<file path="src/rtl/arduino_mem_bridge.sv">
// Bridge from the 8-bit Arduino strobe bus to NUM_CH single-port block memories.
// Bytes shift into a header register; a commit strobe performs one read or write.
//
// state   | meaning
// IDLE    | waiting for a commit edge, host sees finished
// ACCESS  | one-cycle ce/wre pulse to the selected channel (or error on bad channel)
// WAIT    | extra memory read latency cycles (RD_LAT > 1 only)
// CAPTURE | register the selected channel's read data into arduino_datain
// DONE    | pointer auto-increment and error clear, host sees finished
module arduino_mem_bridge #(
  parameter int NUM_CH      = 4,
  parameter int ADDR_W      = 14,
  parameter int RD_LAT      = 1,
  parameter int SYNC_STAGES = 2
) (
  input  logic                       sysclk,
  input  logic                       arduino_reset,
  input  logic [7:0]                 arduino_dataout,
  input  logic                       arduino_shiftin,
  input  logic                       arduino_readwrite,
  input  logic                       arduino_commit,
  output logic [7:0]                 arduino_datain,
  output logic                       arduino_isfinished,
  output logic                       bridge_error,
  input  logic [NUM_CH*8-1:0]        mem_dout,
  output logic [NUM_CH*8-1:0]        mem_din,
  output logic [NUM_CH*ADDR_W-1:0]   mem_ad,
  output logic [NUM_CH-1:0]          mem_ce,
  output logic [NUM_CH-1:0]          mem_wre,
  output logic [NUM_CH-1:0]          mem_oce
);
  localparam int ADDR_BYTES = (ADDR_W + 7) / 8;
  localparam int NB         = 2 + ADDR_BYTES;
  localparam int SR_W       = 8 * NB;
  localparam int HDR_W      = 8 * (ADDR_BYTES + 1);
  localparam int CNT_W      = $clog2(NB + 1);
  localparam int WAIT_W     = (RD_LAT > 1) ? $clog2(RD_LAT) : 1;

  typedef enum logic [2:0] {IDLE, ACCESS, WAIT, CAPTURE, DONE} state_t;

  state_t state_q, state_d;

  logic [SYNC_STAGES-1:0] shift_sync, commit_sync, rw_sync;
  logic                   shift_prev, commit_prev;
  logic                   shift_edge, commit_edge, commit_go, rw_s;

  logic [SR_W-1:0]   sr_q, sr_nxt;
  logic [CNT_W-1:0]  cnt_q, cnt_nxt;
  logic [HDR_W-1:0]  hdr;
  logic              hdr_full;
  logic [6:0]        ptr_ch;
  logic              ptr_ai;
  logic [ADDR_W-1:0] ptr_addr;
  logic [7:0]        data_q;
  logic              rw_q;
  logic [WAIT_W-1:0] wait_cnt;
  logic [7:0]        rd_byte;
  logic [NUM_CH-1:0] ch_onehot;
  logic              ch_valid;
  logic              unused_hdr_bits;

  always_ff @(posedge sysclk or posedge arduino_reset) begin
    if (arduino_reset) begin
      shift_sync  <= '0;
      commit_sync <= '0;
      rw_sync     <= '0;
      shift_prev  <= 1'b0;
      commit_prev <= 1'b0;
    end else begin
      shift_sync  <= {shift_sync[SYNC_STAGES-2:0], arduino_shiftin};
      commit_sync <= {commit_sync[SYNC_STAGES-2:0], arduino_commit};
      rw_sync     <= {rw_sync[SYNC_STAGES-2:0], arduino_readwrite};
      shift_prev  <= shift_sync[SYNC_STAGES-1];
      commit_prev <= commit_sync[SYNC_STAGES-1];
    end
  end

  assign shift_edge  = shift_sync[SYNC_STAGES-1] & ~shift_prev;
  assign commit_edge = commit_sync[SYNC_STAGES-1] & ~commit_prev;
  assign rw_s        = rw_sync[SYNC_STAGES-1];
  assign commit_go   = commit_edge && (state_q == IDLE);

  // A shift in the commit cycle is folded in before the header is decoded.
  always_comb begin
    sr_nxt  = sr_q;
    cnt_nxt = cnt_q;
    if (shift_edge) begin
      sr_nxt = {sr_q[SR_W-9:0], arduino_dataout};
      if (cnt_q != CNT_W'(NB)) cnt_nxt = cnt_q + CNT_W'(1);
    end
  end

  assign hdr      = rw_s ? sr_nxt[SR_W-1:8] : sr_nxt[HDR_W-1:0];
  assign hdr_full = cnt_nxt >= (rw_s ? CNT_W'(NB) : CNT_W'(NB - 1));
  assign unused_hdr_bits = ^hdr;

  always_comb begin
    rd_byte   = '0;
    ch_onehot = '0;
    for (int k = 0; k < NUM_CH; k++) begin
      if (ptr_ch == 7'(k)) begin
        rd_byte      = mem_dout[8*k +: 8];
        ch_onehot[k] = 1'b1;
      end
    end
  end

  assign ch_valid = |ch_onehot;

  always_ff @(posedge sysclk or posedge arduino_reset) begin
    if (arduino_reset) begin
      sr_q           <= '0;
      cnt_q          <= '0;
      ptr_ch         <= '0;
      ptr_ai         <= 1'b0;
      ptr_addr       <= '0;
      data_q         <= '0;
      rw_q           <= 1'b0;
      wait_cnt       <= '0;
      arduino_datain <= '0;
      bridge_error   <= 1'b0;
    end else begin
      sr_q  <= sr_nxt;
      cnt_q <= commit_go ? '0 : cnt_nxt;
      if (commit_go) begin
        rw_q   <= rw_s;
        data_q <= sr_nxt[7:0];
        if (hdr_full) begin
          ptr_ai   <= hdr[HDR_W-1];
          ptr_ch   <= hdr[HDR_W-2 -: 7];
          ptr_addr <= hdr[ADDR_W-1:0];
        end
      end
      case (state_q)
        ACCESS: begin
          if (!ch_valid) bridge_error <= 1'b1;
          wait_cnt <= WAIT_W'(RD_LAT - 1);
        end
        WAIT:    wait_cnt <= wait_cnt - WAIT_W'(1);
        CAPTURE: arduino_datain <= rd_byte;
        DONE: begin
          if (ch_valid) begin
            bridge_error <= 1'b0;
            if (ptr_ai) ptr_addr <= ptr_addr + ADDR_W'(1);
          end
        end
        default: ;
      endcase
    end
  end

  always_ff @(posedge sysclk or posedge arduino_reset) begin
    if (arduino_reset) state_q <= IDLE;
    else               state_q <= state_d;
  end

  always_comb begin
    state_d            = state_q;
    arduino_isfinished = 1'b1;
    mem_ce             = '0;
    case (state_q)
      IDLE: if (commit_edge) state_d = ACCESS;
      ACCESS: begin
        arduino_isfinished = 1'b0;
        mem_ce             = ch_onehot;
        if (!ch_valid || rw_q) state_d = DONE;
        else if (RD_LAT > 1)   state_d = WAIT;
        else                   state_d = CAPTURE;
      end
      WAIT: begin
        arduino_isfinished = 1'b0;
        if (wait_cnt == WAIT_W'(1)) state_d = CAPTURE;
      end
      CAPTURE: begin
        arduino_isfinished = 1'b0;
        state_d            = DONE;
      end
      DONE:    state_d = IDLE;
      default: state_d = IDLE;
    endcase
  end

  assign mem_wre = mem_ce & {NUM_CH{rw_q}};
  assign mem_ad  = {NUM_CH{ptr_addr}};
  assign mem_din = {NUM_CH{data_q}};
  assign mem_oce = '1;
endmodule

</file>
<file path="config.mk">
export PLATFORM = sky130hd
export DESIGN_NAME = arduino_mem_bridge
export DESIGN_NICKNAME = d
export VERILOG_FILES = /design/src/rtl/arduino_mem_bridge.sv
export SDC_FILE = /design/constraint.sdc
export NUM_CORES = 1
export LEC_CHECK = 0
export CAP_MARGIN = 20
export CORE_ASPECT_RATIO = 1.2
export CORE_MARGIN = 3
export CORE_UTILIZATION = 47
export DETAILED_ROUTE_END_ITERATION = 8
export MAX_ROUTING_LAYER = met4
export PLACE_DENSITY = 0.82
export SYNTH_ARGS = -nofsm -noshare
export SYNTH_HDL_FRONTEND = slang
export SYNTH_SLANG_ARGS = --single-unit
export TNS_END_PERCENT = 30
</file>
<file path="constraint.sdc">
create_clock -name sysclk -period 3.7 [get_ports sysclk]
set_clock_uncertainty 0.15 [all_clocks]
set_input_delay 0.37 -clock sysclk [delete_from_list [all_inputs] [get_ports sysclk]]
set_output_delay 0.37 -clock sysclk [all_outputs]
set_load 0.1 [all_outputs]
</file>
-- After elaboration in Yosys (flattened, before gate mapping)
Cells that the tools add are included.
- add/subtract/negate cells: 3
- $mul: 0
- div/mod/pow operators: 0
- magnitude comparators: 1
- equality and inequality tests: 12
- shifts and indexed selects: 0
- muxes and demuxes: 29
- bitwise gates (word level): 5
- reductions and logical operators: 12
- operators with widths (operator ; number):
    two-way mux 14 bit ; 5
    two-way mux 32 bit ; 1
    two-way mux 8 bit ; 4
    two-way mux 24 bit ; 1
    two-way mux 3 bit ; 7
    adder 14 x 1 -> 14 bit (second input constant) ; 1
    == test 7 x 2 -> 1 bit (second input constant) ; 2
    case mux 3 bit (4 select lines) ; 1
    inequality test 2 bit (second input constant) ; 4
    == test 7 x 1 -> 1 bit (second input constant) ; 1
    zero test 7 bit ; 1
    two-way mux 1 bit ; 7
    == test 3 x 2 -> 1 bit (second input constant) ; 2
    AND 4 bit ; 1
    two-way mux 4 bit ; 1
    case mux 1 bit (2 select lines) ; 2
    AND reduction 2 bit ; 2
    nonzero test 2 bit ; 2
    OR reduction 4 bit ; 1
    adder 3 x 1 -> 3 bit (second input constant) ; 1
    == test 3 x 1 -> 1 bit (second input constant) ; 1
    == test 3 bit (second input constant) ; 1
    greater-or-equal comparator 3 bit ; 1
    zero test 3 bit ; 1
    9 further kinds ; 11
- bits in registers: 87
- latch bits: 0
- memory bits (writable): 0
- bits in read-only memories: 0
- input port bits: 45
- output and inout bits: 110
- logic and storage cells: 78
- memories: 0

-- Logic depth before layout (Yosys ltp)
- word-level depth: 9
- depth in mapped cells: 12
- mapped depth without buffers: 11

-- Least setup slack after synthesis
Ideal clock, no wire load.
- kind: flip-flop to output port
- from: register ptr_ch[0]
- to: output port mem_wre[0]
- arrival: 2562 ps
- required time: 3180 ps
- path slack: 618 ps
- cell stages (with the launch flop): 4
- cells stage by stage: dfrtp_1 buf_1 or4_1 nor2_1
- word-level cells in the longest chain between the ends: 4
- RTL lines (what ; line ; source):
    from (decl) ; 51 ; logic [6:0] ptr_ch;
    from (signal assigned) ; 130 ; ptr_ch <= hdr[HDR_W-2 -: 7];
    zero test 7 bit ; 101 ; if (ptr_ch == 7'(k)) begin
    two-way mux 1 bit ; 101 ;
    two-way mux 4 bit ; 161 ; case (state_q)
    AND 4 bit ; 183 ; assign mem_wre = mem_ce & {NUM_CH{rw_q}};
    to (decl) ; 29 ; output logic [NUM_CH-1:0] mem_wre,
Every way passes these cells.

-- Worst setup path after layout
- from: register ptr_ch[3]
- to: output port mem_wre[2]
- word-level cells in the longest chain between the ends: 4
- RTL lines (what ; line):
    == test 7 x 2 -> 1 bit ; 101
    two-way mux 1 bit ; 101
    two-way mux 4 bit ; 161
    AND 4 bit ; 183
Every way passes these cells.

==> impl_metrics.json <==
{
  "async_flop_share": 1.00,
  "wl_met3_um": 978,
  "viasPerCell": 5.57,
  "finalWirelength_mm": 12.2,
  "hold_viol": 0,
  "drc": 0,
  "initial_utilization": 0.490,
  "dr.pass1.iters": 5,
  "grt_overflow_total": 0,
  "period_needed_ns": 2.81,
  "area_growth_pct": 29.0,
  "grt_pass1_vias": 3952,
  "drt-initial-drc-count": 312,
  "top_signal_layer_used": "met4",
  "n_antenna_cell": 0,
  "numCtsBuffers": 9,
  "maxCapViolations": 0,
  "std_cell_rows": 39,
  "antenna_found_initial": 0,
  "status": "completed",
  "grt_pass1_wl_mm": 19.6,
  "cts.sinks": 87,
  "post_cts_resized": 0,
  "ys_warn_count": 0,
  "cts_root_buf": "clkbuf_16",
  "clockBufferDepth": 2,
  "synth_seq_area_share": 0.460,
  "die_w_um": 97.6,
  "fmax_mhz": 356,
  "fin_nets": 642,
  "wl_met1_mm": 5.03,
  "gr-usage-all-layers": 0.220,
  "cp-startpoint": "ptr_ch[3]",
  "cts_htree_levels": 3,
  "clock_latency_ns": 0.33,
  "syn_area_per_cell_um2": 9.19,
  "worstMarginPinSlew_ns": 0.981,
  "end_kind": "output port",
  "hold_ws_ns": 0.195,
  "cts_setup_buffers": 0,
  "finalCritPeriodShare": 0.760,
  "cts_tree": "done",
  "ys.flop_type": "dfrtp_1",
  "hold_buffers": 0,
  "numPortBuffers": 150,
  "finalSetupViolCount": 0,
  "worst_ep_required_time_ns": 3.18,
  "syn_inst": 515,
  "wl_met2_mm": 5.96,
  "drive_gt1_frac": 0.0874,
  "slew_viol_final": 0,
  "wl_per_cell_um": 17.0,
  "place_congestion": 0.891,
  "io-pin-count": 155,
  "die_area_um2": 11300,
  "min_from": "commit_sync[0]",
  "ant_nets": 0,
  "dr_total_vias": 4001,
  "synth_edf_count": 0,
  "path_class": "reg2out",
  "rsz0062_at_grt": "false",
  "grt_max_degree": 47,
  "clk_pin_slew_ns": 0.06,
  "hpwl_mm": 8.51,
  "crit_path_start_kind": "flop",
  "synth.ff_latch_count": 87,
  "min-delay-path-class": "reg2reg",
  "setup-tns-final_ns": 0,
  "relSlewSlack": 0.344,
  "crit_arrival_ns": 2.29,
  "worstPathMaxFanout": 6,
  "coreArea_um2": 9660,
  "synth.distinct_cells": 48,
  "r2r-start": "shift_sync[1]",
  "die_height_um": 116,
  "syn_area_um2": 4730
}
==> state kept, by name (all words and copies together), names as in the netlist, 2 cells and up <==
register and cells:
ptr_addr 14, state_q 3, sr_q 32, ptr_ch 7
arduino_datain 8, rw_sync 2, commit_sync 2, data_q 8
cnt_q 3, shift_sync 2
==> per-layer routing <==
metal  GRT usage  vias to the layer above
li1            -                     1822
met1       0.276                     1929
met2       0.365                      224
met3      0.0301                       26
met4      0.0803                        0
met5           -                        -
==> Yosys cell counts, types with 2 or more instances <==
cell / n / area, µm²
nand2_1: 141 / 529
dfrtp_1: 87 / 2180
buf_4: 76 / 571
nor2_1: 37 / 139
o21ai_0: 24 / 120
a21oi_1: 15 / 75.1
o22ai_1: 9 / 56.3
a22o_1: 8 / 70.1
mux4_2: 8 / 180
and3_1: 7 / 43.8
clkbuf_1: 7 / 26.3
inv_1: 7 / 26.3
mux2i_1: 7 / 70.1
nand3_1: 7 / 35.0
ha_1: 6 / 75.1
buf_1: 5 / 18.8
o22a_1: 5 / 43.8
a221oi_1: 4 / 35.0
and2_1: 4 / 25.0
buf_2: 4 / 20.0
nand4_1: 4 / 25.0
nor3_1: 4 / 20.0
o211a_1: 4 / 40.0
mux2_2: 3 / 33.8
nor2b_1: 3 / 18.8
a311o_1: 2 / 20.0
a31oi_1: 2 / 12.5
nand2b_1: 2 / 12.5
o21ai_2: 2 / 17.5
o221a_2: 2 / 22.5
or3_1: 2 / 12.5
==> final timing paths <==
kind                                       end  slack [ns]  depth (start not counted)
worst max register to register     ptr_addr[4]        0.89                         12
min in group asynchronous         bridge_error        0.33                          2
worst min register to register  commit_sync[1]        0.20                          0
worst min-delay path            commit_sync[1]        0.20                          0
max in group asynchronous             sr_q[18]        2.38                          3
worst max-delay path                mem_wre[2]        0.89                          5
==> cell usage in the layout (no fill, tap or decap), types with 5 or more instances in the layout <==
cell type          n
a21oi_1           15
a22o_1             8
and3_1             7
buf_4             13
clkbuf_16          9
clkdlybuf4s50_1  141
dfrtp_1           87
ha_1               6
inv_1              6
mux2i_1            7
mux4_2             8
nand2_1          141
nand3_1            7
nor2_1            37
o21ai_0           24
o22a_1             5
o22ai_1            9
==> layout make-up <==
type,instances,area [µm²]
flip-flops and latches,87,2180
multi-input cells,331,1890
fillers,767,3560
clock inverters,5,81.3
repair buffers,155,1530
well taps,123,154
inverters,7,27.5
clock buffers,10,239
==> metrics by stage <==
stage / setup WS (ns) / instances / cell area, µm² / util
4_1_cts: 0.895 / 718 / 6100 / 0.632
3_3_place_gp: 0.987 / 703 / 5780 / 0.598
3_5_place_dp: 0.930 / 703 / 5780 / 0.598
2_1_floorplan: 0.618 / 518 / 4740 / -
5_1_grt: 0.672 / 718 / 6100 / 0.632
6_report: 0.888 / 718 / 6100 / 0.632
==> critical path: stages, from the launching register on <==
cell and delay, ns:
dfrtp_1 0.39, nor3_1 0.34, nand2_1 0.22, or4_1 0.53
nor2_1 0.17, buf_4 0.31
==> logic make-up (layout without fill, tap and decap cells) <==
kind of cell    count (synthesis)  in the layout  synth area share
compound gates                 84             84             0.120
xor+xnor                        2              2           0.00529
fa+ha+maj                       6              6            0.0159
buf+inv                       100            177             0.142
flops                          87             87             0.460
mux                            18             18            0.0600
other cells                     1              4          0.000793
simple gates                  217            217             0.195
Power is left out: the tool's default activity adds up to more than one toggle a clock period on the data nets, which glitch-free logic cannot reach.
